**config.mk**
```make
export PLATFORM = sky130hd
export DESIGN_NAME = spi_slave_regfile
export DESIGN_NICKNAME = d
export VERILOG_FILES = /design/src/rtl/spi_slave_pkg.sv /design/src/rtl/spi_edge_sync.sv /design/src/rtl/spi_slave_regfile.sv
export SDC_FILE = /design/constraint.sdc
export NUM_CORES = 1
export LEC_CHECK = 0
export CAP_MARGIN = 5
export CORE_MARGIN = 2
export CORE_UTILIZATION = 50
export DETAILED_ROUTE_END_ITERATION = 8
export DONT_BUFFER_PORTS = 1
export PLACE_DENSITY_LB_ADDON = 0.08
export SYNTH_ARGS = -nofsm -noshare
export SYNTH_HDL_FRONTEND = slang
export SYNTH_SLANG_ARGS = --single-unit
export TNS_END_PERCENT = 10
```
**constraint.sdc**
```tcl
create_clock -name clk -period 3.1 [get_ports clk]
set_clock_uncertainty 0.1 [all_clocks]
set_input_delay 0.62 -clock clk [delete_from_list [all_inputs] [get_ports clk]]
set_output_delay 0.62 -clock clk [all_outputs]
set_load 0.02 [all_outputs]
```
**src/rtl/spi_slave_pkg.sv**
```systemverilog
// Shared constants and state encoding for the SPI slave register file.
// Latency: n/a (declarations only).
// Backpressure: n/a.
`timescale 1ns/1ps
package spi_slave_pkg;

   localparam int         CMD_WR_BIT    = 7;
   localparam int         ADDR_W        = 7;
   localparam logic [6:0] ADDR_FB_BASE  = 7'h40;
   localparam logic [6:0] ADDR_CMD      = 7'h7F;
   localparam int         CMD_START_BIT = 0;
   localparam int         CMD_STOP_BIT  = 1;

   typedef enum logic [1:0] {
      ST_IDLE,
      ST_CMD,
      ST_DATA
   } spi_state_e;

endpackage

```
**src/rtl/spi_edge_sync.sv**
```systemverilog
// Synchronises the SPI pins into clk and flags sclk/cs_n edges.
// Latency: pin change visible as a one-clk edge flag SYNC_STAGES clk later.
// Backpressure: none; SPI pins cannot be stalled.
`timescale 1ns/1ps
module spi_edge_sync
   import spi_slave_pkg::*;
#(
   parameter int SYNC_STAGES = 2
)(
   input  logic clk,
   input  logic rst_n,
   input  logic sclk,
   input  logic cs_n,
   input  logic mosi,
   output logic sclk_rise,
   output logic sclk_fall,
   output logic cs_fall,
   output logic cs_rise,
   output logic mosi_s
);

   logic [SYNC_STAGES-1:0] sclk_sr;
   logic [SYNC_STAGES-1:0] cs_sr;
   logic [SYNC_STAGES-1:0] mosi_sr;
   logic                   sclk_q;
   logic                   cs_q;

   // Synchroniser chains plus one history flop for edge detection. The cs_n
   // chain resets to 0 so that a cs_n still low when reset releases is not
   // mistaken for a fresh frame start; only a genuine high-to-low opens one.
   always_ff @(posedge clk or negedge rst_n) begin
      if (!rst_n) begin
         sclk_sr <= '0;
         cs_sr   <= '0;
         mosi_sr <= '0;
         sclk_q  <= 1'b0;
         cs_q    <= 1'b0;
      end else begin
         sclk_sr <= {sclk_sr[SYNC_STAGES-2:0], sclk};
         cs_sr   <= {cs_sr[SYNC_STAGES-2:0], cs_n};
         mosi_sr <= {mosi_sr[SYNC_STAGES-2:0], mosi};
         sclk_q  <= sclk_sr[SYNC_STAGES-1];
         cs_q    <= cs_sr[SYNC_STAGES-1];
      end
   end

   assign sclk_rise = sclk_sr[SYNC_STAGES-1] & ~sclk_q;
   assign sclk_fall = ~sclk_sr[SYNC_STAGES-1] & sclk_q;
   assign cs_fall   = ~cs_sr[SYNC_STAGES-1] & cs_q;
   assign cs_rise   = cs_sr[SYNC_STAGES-1] & ~cs_q;
   assign mosi_s    = mosi_sr[SYNC_STAGES-1];

endmodule

```
**src/rtl/spi_slave_regfile.sv**
```systemverilog
// SPI mode-0 slave: parameter registers, machine start/stop, coherent feedback reads.
// Latency: write/pulse commit SYNC_STAGES+1 clk after the last data sclk rise; miso MSB same.
// Backpressure: none; define SPI_BURST_EN to auto-increment the address across words.
`timescale 1ns/1ps
module spi_slave_regfile
   import spi_slave_pkg::*;
#(
   parameter int DATA_W      = 16,
   parameter int NUM_REGS    = 4,
   parameter int NUM_FB      = 2,
   parameter int SYNC_STAGES = 2
)(
   input  logic                       clk,
   input  logic                       rst_n,
   input  logic                       sclk,
   input  logic                       cs_n,
   input  logic                       mosi,
   output logic                       miso,
   input  logic [NUM_FB*DATA_W-1:0]   fb_data,
   output logic [NUM_REGS*DATA_W-1:0] reg_data,
   output logic                       machine_start,
   output logic                       machine_stop,
   output logic                       wr_strobe,
   output logic [ADDR_W-1:0]          wr_addr,
   output logic                       frame_err
);

`ifdef SPI_BURST_EN
   localparam bit BURST = 1'b1;
`else
   localparam bit BURST = 1'b0;
`endif

   localparam int CNT_W = $clog2(DATA_W);

   logic sclk_rise, sclk_fall, cs_fall, cs_rise, mosi_s;

   spi_state_e                state_q, state_d;
   logic [DATA_W-2:0]         shift_q;
   logic [CNT_W-1:0]          bit_cnt_q;
   logic                      wr_q;
   logic                      first_q;
   logic [ADDR_W-1:0]         addr_q;
   logic [NUM_FB*DATA_W-1:0]  snap_q;
   logic [DATA_W-1:0]         miso_sr_q;
   logic [DATA_W-1:0]         regs_q [NUM_REGS];

   logic                      cmd_done, word_done;
   logic [7:0]                cmd_byte;
   logic [DATA_W-1:0]         data_word;
   logic                      word_active, wr_reg_hit, partial;
   logic                      do_reg_wr, do_cmd_wr, bad_wr, abort_err;
   logic [ADDR_W-1:0]         rd_addr;
   logic [DATA_W-1:0]         rd_word;

   spi_edge_sync #(.SYNC_STAGES(SYNC_STAGES)) u_sync (
      .clk       (clk),
      .rst_n     (rst_n),
      .sclk      (sclk),
      .cs_n      (cs_n),
      .mosi      (mosi),
      .sclk_rise (sclk_rise),
      .sclk_fall (sclk_fall),
      .cs_fall   (cs_fall),
      .cs_rise   (cs_rise),
      .mosi_s    (mosi_s)
   );

   // Frame state register.
   always_ff @(posedge clk or negedge rst_n) begin
      if (!rst_n) state_q <= ST_IDLE;
      else        state_q <= state_d;
   end

   // Next state plus command/word completion; cs_n rise wins the state but a
   // word completing in the same clk still commits.
   always_comb begin
      state_d   = state_q;
      cmd_done  = 1'b0;
      word_done = 1'b0;
      case (state_q)
         ST_IDLE: if (cs_fall) state_d = ST_CMD;
         ST_CMD: begin
            cmd_done = sclk_rise && (bit_cnt_q == CNT_W'(7));
            if (cmd_done) state_d = ST_DATA;
            if (cs_rise)  state_d = ST_IDLE;
         end
         ST_DATA: begin
            word_done = sclk_rise && (bit_cnt_q == CNT_W'(DATA_W-1));
            if (cs_rise) state_d = ST_IDLE;
         end
         default: state_d = ST_IDLE;
      endcase
   end

   // Write decode and abort detection for the word/command in flight.
   always_comb begin
      cmd_byte    = {shift_q[6:0], mosi_s};
      data_word   = {shift_q, mosi_s};
      word_active = BURST || first_q;
      wr_reg_hit  = 1'b0;
      for (int i = 0; i < NUM_REGS; i++)
         if (addr_q == ADDR_W'(i)) wr_reg_hit = 1'b1;
      do_reg_wr = word_done && word_active && wr_q && wr_reg_hit;
      do_cmd_wr = word_done && word_active && wr_q && (addr_q == ADDR_CMD);
      bad_wr    = word_done && word_active && wr_q && !wr_reg_hit && (addr_q != ADDR_CMD);
      // Bits left dangling once this clk's sclk rise (if any) is absorbed.
      partial   = sclk_rise ? !(cmd_done || word_done) : (bit_cnt_q != '0);
      abort_err = cs_rise && partial &&
                  ((state_q == ST_CMD) || ((state_q == ST_DATA) && word_active));
   end

   // Read mux: the address being loaded is the command address on command
   // completion, otherwise the post-incremented burst address.
   always_comb begin
      rd_addr = cmd_done ? cmd_byte[ADDR_W-1:0] : addr_q + ADDR_W'(1);
      rd_word = '0;
      for (int i = 0; i < NUM_REGS; i++)
         if (rd_addr == ADDR_W'(i)) rd_word = regs_q[i];
      for (int i = 0; i < NUM_FB; i++)
         if (rd_addr == ADDR_FB_BASE + ADDR_W'(i)) rd_word = snap_q[i*DATA_W +: DATA_W];
   end

   // Shift-in, bit counting, address tracking, feedback snapshot and miso shifter.
   // The miso shifter holds on the fall right after a load so the MSB is
   // presented for the first data rise.
   always_ff @(posedge clk or negedge rst_n) begin
      if (!rst_n) begin
         shift_q   <= '0;
         bit_cnt_q <= '0;
         wr_q      <= 1'b0;
         first_q   <= 1'b0;
         addr_q    <= '0;
         snap_q    <= '0;
         miso_sr_q <= '0;
      end else if (state_q == ST_IDLE) begin
         bit_cnt_q <= '0;
         first_q   <= 1'b0;
         miso_sr_q <= '0;
         if (cs_fall) snap_q <= fb_data;
      end else begin
         if (sclk_rise) begin
            shift_q   <= data_word[DATA_W-2:0];
            bit_cnt_q <= (cmd_done || word_done) ? '0 : bit_cnt_q + CNT_W'(1);
         end
         if (cmd_done) begin
            wr_q      <= cmd_byte[CMD_WR_BIT];
            addr_q    <= cmd_byte[ADDR_W-1:0];
            first_q   <= 1'b1;
            miso_sr_q <= cmd_byte[CMD_WR_BIT] ? '0 : rd_word;
         end else if (word_done) begin
            first_q <= 1'b0;
            if (BURST) begin
               addr_q    <= addr_q + ADDR_W'(1);
               miso_sr_q <= wr_q ? '0 : rd_word;
            end else begin
               miso_sr_q <= '0;
            end
         end else if (sclk_fall && (state_q == ST_DATA) && (bit_cnt_q != '0)) begin
            miso_sr_q <= {miso_sr_q[DATA_W-2:0], 1'b0};
         end
      end
   end

   // Register file commit and one-clk status pulses; stop overrides start.
   always_ff @(posedge clk or negedge rst_n) begin
      if (!rst_n) begin
         for (int i = 0; i < NUM_REGS; i++) regs_q[i] <= '0;
         wr_strobe     <= 1'b0;
         wr_addr       <= '0;
         machine_start <= 1'b0;
         machine_stop  <= 1'b0;
         frame_err     <= 1'b0;
      end else begin
         if (do_reg_wr) begin
            for (int i = 0; i < NUM_REGS; i++)
               if (addr_q == ADDR_W'(i)) regs_q[i] <= data_word;
            wr_addr <= addr_q;
         end
         wr_strobe     <= do_reg_wr;
         machine_stop  <= do_cmd_wr && data_word[CMD_STOP_BIT];
         machine_start <= do_cmd_wr && data_word[CMD_START_BIT] && !data_word[CMD_STOP_BIT];
         frame_err     <= bad_wr || abort_err;
      end
   end

   for (genvar g = 0; g < NUM_REGS; g++) begin : g_out
      assign reg_data[g*DATA_W +: DATA_W] = regs_q[g];
   end

   assign miso = (state_q == ST_DATA) && miso_sr_q[DATA_W-1];

endmodule

```
---- After elaboration in Yosys (flattened, before gate mapping) ----
Cells that the tools add are included.
cells by class
  add/sub/neg operators ................... 2
  muxes and demuxes ....................... 30
  equality and inequality tests ........... 17
  reductions and logical operators ........ 38
  bitwise operators ....................... 9
operator list
  cell                   count
  $mux W16               11
  $eq A7 B2 Y1 const B   4
  $eq A7 B7 Y1 const B   3
  $logic_and A1 B1 Y1    17
  $eq A7 B1 Y1 const B   2
  $logic_not A7 Y1       2
  $reduce_and A2 Y1      7
  $mux W4                3
  $mux W1                10
  $mux W2                4
  $reduce_bool A4 Y1     2
  $add A7 B1 Y7 const B  1
  $mux W7                1
  $ne A7 B7 Y1 const B   1
  $pmux W2 S3            1
  $not A1 Y1             5
  $add A4 B1 Y4 const B  1
  $and A1 B1 Y1          4
  $eq A4 B3 Y1 const B   1
  $eq A4 B4 Y1 const B   1
  $ne A2 B2 Y1 const B   2
  $logic_not A1 Y1       3
  $logic_or A1 B1 Y1     3
  $ne A3 B3 Y1 const B   1
  6 further kinds        6
storage, ports and cells
  output and inout port bits .............. 76
  input bits .............................. 37
  register bits ........................... 161
  word-level logic and storage cells ...... 118

---- Depth between registers and ports, before layout ----
  depth after elaboration ................. 15
  depth in mapped cells ................... 10

---- Modules after synthesis ----
A second synthesis with hierarchy kept.
second synthesis, totals
  cell total of the unflattened synthesis .. 576
  area, all modules ....................... 7,330.8 um^2
by module, submodules not included
  module             instances  cells each  area each (um^2)  seq. area each (um^2)
  spi_slave_regfile  1          564         7,095.6           3,828.7
  spi_edge_sync      1          12          235.2             200.2

---- Worst setup path after synthesis ----
No wires, ideal clock.
  kind .................................... register to register
  start point ............................. register addr_q[0]
  end point ............................... register miso_sr_q[10]
  cell stages (with the launch flop) ...... 10
  data arrival time ....................... 2.011 ns
  setup slack ............................. 0.898 ns
  setup time .............................. 0.090 ns
  buffers on the path ..................... 2
  period minus slack after synthesis ...... 2.202 ns
  cell sequence ........................... dfrtp_1 ha_1 nor3_1 a41oi_2 o31ai_1 buf_2 buf_6 nand3_1 and3_1 o221ai_1
between the ends
  word-level cells in the longest chain between the ends .. 12
  elaborated cells between the ends (all ways) .. 17
  those cells by class .................... 1 x add/sub; 5 x eq/ne; 10 x mux; 1 x reduce/logical
ends and longest elaborated chain
  item                      RTL line                  source
  start: declaration        spi_slave_regfile.sv:43   logic [ADDR_W-1:0] addr_q;
  start signal: assignment  spi_slave_regfile.sv:148  addr_q <= cmd_byte[ADDR_W-1:0];
  start signal: assignment  spi_slave_regfile.sv:154  addr_q <= addr_q + ADDR_W'(1);
  $add A7 B1 Y7 (*)         spi_slave_regfile.sv:116  rd_addr = cmd_done ? cmd_byte[ADDR_W-1:0] : addr_q + ADDR_W'(1);
  $mux W7 (*)               spi_slave_regfile.sv:116
  $logic_not A7 Y1          spi_slave_regfile.sv:119  if (rd_addr == ADDR_W'(i)) rd_word = regs_q[i];
  $mux W16 (4 in a row)     spi_slave_regfile.sv:119
  $mux W16                  spi_slave_regfile.sv:121  if (rd_addr == ADDR_FB_BASE + ADDR_W'(i)) rd_word = snap_q[i*DATA_W +: DATA_W];
  $mux W16 (*)              spi_slave_regfile.sv:121
  $mux W16 (*)              spi_slave_regfile.sv:150  miso_sr_q <= cmd_byte[CMD_WR_BIT] ? '0 : rd_word;
  $mux W16 (*)              spi_slave_regfile.sv:146  if (cmd_done) begin
  $mux W16 (*)              spi_slave_regfile.sv:136  end else if (state_q == ST_IDLE) begin
  end signal: assignment    spi_slave_regfile.sv:150
  end signal: assignment    spi_slave_regfile.sv:155  miso_sr_q <= wr_q ? '0 : rd_word;
  end signal: assignment    spi_slave_regfile.sv:160  miso_sr_q <= {miso_sr_q[DATA_W-2:0], 1'b0};
  end: declaration          spi_slave_regfile.sv:45   logic [DATA_W-1:0] miso_sr_q;
Mark *: on every way between the ends. The rest lies on a longest branch, timed or not.
A chain may end at the register's enable or synchronous reset.

---- Final worst setup path ----
  start point ............................. register addr_q[0]
  end point ............................... register miso_sr_q[13]
The elaborated chain is that of the path after synthesis.

==> impl_metrics.env <==
export IMPL_period_share_pct=93.55
export IMPL_clockRootBuffer="clkbuf_16"
export IMPL_drc=0
export IMPL_ys_flop_type="dfrtp_1"
export IMPL_grt_max_degree=162
export IMPL_ys_seq_area_share_pct=54.51
export IMPL_final_antenna_net_count=0
export IMPL_status="finished with violations"
export IMPL_grt_overflow=0
export IMPL_wl_per_cell_um=22.29
export IMPL_ys_seq_elements=161
export IMPL_cts_buffers=17
export IMPL_p_leak_nw=3.788
export IMPL_crit_chain="ha_1 > nor3_1 > a41oi_2 > o22ai_2 > nand2_1 > o21ai_0 > o221ai_1"
export IMPL_start_util_pct=51.05
export IMPL_synthCells=571
export IMPL_dr_pass1_iters=4
export IMPL_drt_initial_drc_count=348
export IMPL_rows=44
export IMPL_globalRoute_busiestLayer="met2"
export IMPL_cts_tree="done"
export IMPL_area_growth_pct=10.09
export IMPL_use_met2_pct=32.81
export IMPL_vias=4565
export IMPL_critPathMaxStageDelay_ns=0.63
export IMPL_setup_worst_path_end_class="flip-flop"
export IMPL_rsz0062_at_grt="no"
export IMPL_max_freq_mhz=344.8
export IMPL_grt_pass1_wl_um=26550
export IMPL_cts_buffer_depth=2
export IMPL_finalSetupViolCount=0
export IMPL_slew_violations=0
export IMPL_pin_count=113
export IMPL_cap_violations=0
export IMPL_crit_arrival_ns=3.09
export IMPL_crit_fanout=17
export IMPL_yosysUniqueCellTypes=57
export IMPL_cts_resized=0
export IMPL_nets=612
export IMPL_fin_hold_ws_ns=-0.2078
export IMPL_dieWidth_um=125.6
export IMPL_tns_ns=0
export IMPL_viasPerCell=5.967
export IMPL_fp_coreArea_um2=14480
export IMPL_violations="hold timing"
export IMPL_first_global_vias=4583
export IMPL_synth_edf_count=0
export IMPL_cts_sinks=161
export IMPL_cp_start_kind="flip-flop"
export IMPL_die_h_um=125.6
export IMPL_clk_insertion_delay_late_ns=0.43
export IMPL_min_period_ns=2.900
export IMPL_async_reset_ff_share_pct=100.0
export IMPL_path_class="reg2reg"
export IMPL_cp_required_ns=3.29
export IMPL_worstMarginPinSlew_ns=0.7569
export IMPL_htreeDepth=4
export IMPL_fin_util_pct=56.20
export IMPL_dp_cells=734
export IMPL_antenna_found_initial=0
export IMPL_final_cells=765
export IMPL_gp_congestion=0.8734
export IMPL_grt_use_met3_pct=6.033
export IMPL_insertedDiodeCount=0
export IMPL_track_usage_pct=22.14
export IMPL_wirelength_um=17050
export IMPL_holdCritPathClass="in2async"
export IMPL_drive_gt1_share_pct=29.95
export IMPL_synth_nets=614
export IMPL_dieArea_um2=15770
export IMPL_port_buffers=0
export IMPL_avgSynthCellArea_um2=12.94
export IMPL_irDropWorstVdd_mv=0.3786
export IMPL_finalHoldViolCount=161
export IMPL_crit_slowest_cell="o22ai_2"
export IMPL_max_slew_margin_pct=49.54
export IMPL_clkTransAtPathRegs_ns=0.06
export IMPL_p_per_area_nw_per_um2=609.5
export IMPL_synth_yosys_warnings=0
export IMPL_syn_cell_area_um2=7391
export IMPL_hpwl_um=11880
export IMPL_grtUsageMet1_pct=31.54
[synth_stat cells, drive strengths merged, types with 2 or more instances]
master	instances	share of area (%)
a21oi	9	0.76
a22oi	15	1.5
and2	7	0.63
and3	14	1.2
and4b	2	0.27
buf	16	1.8
clkbuf	15	0.76
dfrtp	161	55
ha	6	1.0
inv	7	0.36
mux2	115	20
mux2i	16	2.2
nand2	43	2.6
nand2b	2	0.17
nand3	33	2.2
nand4	4	0.54
nor2	17	1.3
nor2b	6	0.51
nor3	5	0.34
nor3b	2	0.36
nor4	2	0.25
o21ai	37	2.6
o221ai	14	1.7
o31ai	2	0.20
[cells in the final DEF, fill, tap and decap left out, types with 2 or more instances in the layout]
| master | count |
|---|---|
| clkbuf_8 | 2 |
| nor3_1 | 5 |
| mux2_4 | 40 |
| nand2_1 | 38 |
| nand3_1 | 33 |
| and3_1 | 14 |
| mux2_2 | 75 |
| a22oi_1 | 15 |
| o221ai_1 | 14 |
| clkinv_4 | 2 |
| nand4_1 | 3 |
| nor2_8 | 2 |
| mux2i_1 | 16 |
| nor2_1 | 15 |
| o21ai_0 | 35 |
| nand2b_1 | 2 |
| nand2_4 | 4 |
| ha_1 | 6 |
| clkinv_2 | 4 |
| clkbuf_16 | 17 |
| inv_1 | 7 |
| buf_4 | 9 |
| a21oi_1 | 8 |
| nor2b_1 | 6 |
| dfrtp_1 | 161 |
| and2_1 | 6 |
| clkbuf_1 | 2 |
| o21ai_2 | 2 |
| and4b_1 | 2 |
| bufinv_16 | 3 |
[state kept, by name (all words and copies together) (netlist names), 2 cells and up]
signal	count
wr_addr	7
bit_cnt_q	4
snap_q	32
u_sync.cs_sr	2
shift_q	15
addr_q	7
miso_sr_q	16
state_q	2
reg_data	64
u_sync.sclk_sr	2
u_sync.mosi_sr	2
[worst max-delay path: cells and delay by family, from the launching register on]
family                     cells  cell delay (ns)
AOI/OAI and AO/OA              4             1.18
and+or+nand+nor                2             0.66
DFF                            1             0.47
adders and majority gates      1             0.33
[kinds of logic (layout without fill, tap and decap cells)]
logic type                 Yosys count  after routing  share of synthesized area (%)
DFF                                161            161                          54.51
and+or+nand+nor                    143            143                          11.21
AOI/OAI and AO/OA                   91             91                          8.499
muxes                              131            131                          21.72
adders and majority gates            6              6                          1.016
xor gates and xnor gates             1              1                         0.1185
buffers and inverters               38             48                          2.929
[metrics by stage]
| step | area (um2) | worst slack [ns] | power (mW) |
|---|---|---|---|
| floorplan | 7391 | 0.8983 | 2.742 |
| global placement | 7541 | 0.3291 | 2.866 |
| detailed placement | 7541 | 0.2637 | 2.886 |
| CTS | 8137 | 0.2089 | 5.006 |
| global route | 8137 | 0.03999 | 5.158 |
| finish | 8137 | 0.1999 | 4.959 |
[layer usage]
metal / vias to the layer above / part of all wire, %
met4: 0 / 1.8
met5: - / 0
met2: 121 / 45
met1: 2333 / 47
li1: 2088 / -
met3: 23 / 6.2
[worst paths after layout]
path | from | endpoint | slack, ns | cells past startpoint
setup / recovery | addr_q[0] | miso_sr_q[13] | 0.20 | 7
hold / removal | rst_n | snap_q[1] | -0.21 | 0
setup reg to reg | addr_q[0] | miso_sr_q[13] | 0.20 | 7
hold reg to reg | u_sync.mosi_sr[0] | u_sync.mosi_sr[1] | 0.25 | 0
max in group asynchronous | rst_n | first_q | 2.87 | 0
min in group clk | cs_n | u_sync.cs_sr[0] | 0.12 | 0
[power by group]
| group | leakage (nW) | internal [mW] | switching [mW] |
|---|---|---|---|
| sequential | 2.15 | 2.28 | 0.205 |
| clock | 0.293 | 1.30 | 0.819 |
| combinational | 1.35 | 0.203 | 0.151 |
| total | 3.79 | 3.78 | 1.18 |
[final cells by class]
class                           instances  area, um2
Inverter                                7      26.28
Multi-Input combinational cell        372       3168
Sequential cell                       161       4029
Clock buffer                           21      460.4
Fill cell                            1202       6342
Timing Repair Buffer                   10      87.58
Clock inverter                         10      135.1
Tap cell                              184      230.2
[repair_timing]
action | CTS | global route
buffers inserted | 0 | 0
setup endpoints to repair | 0 | 0
hold endpoints to repair | 161 | 161
No activity file was read; power rests on OpenSTA's default activity.
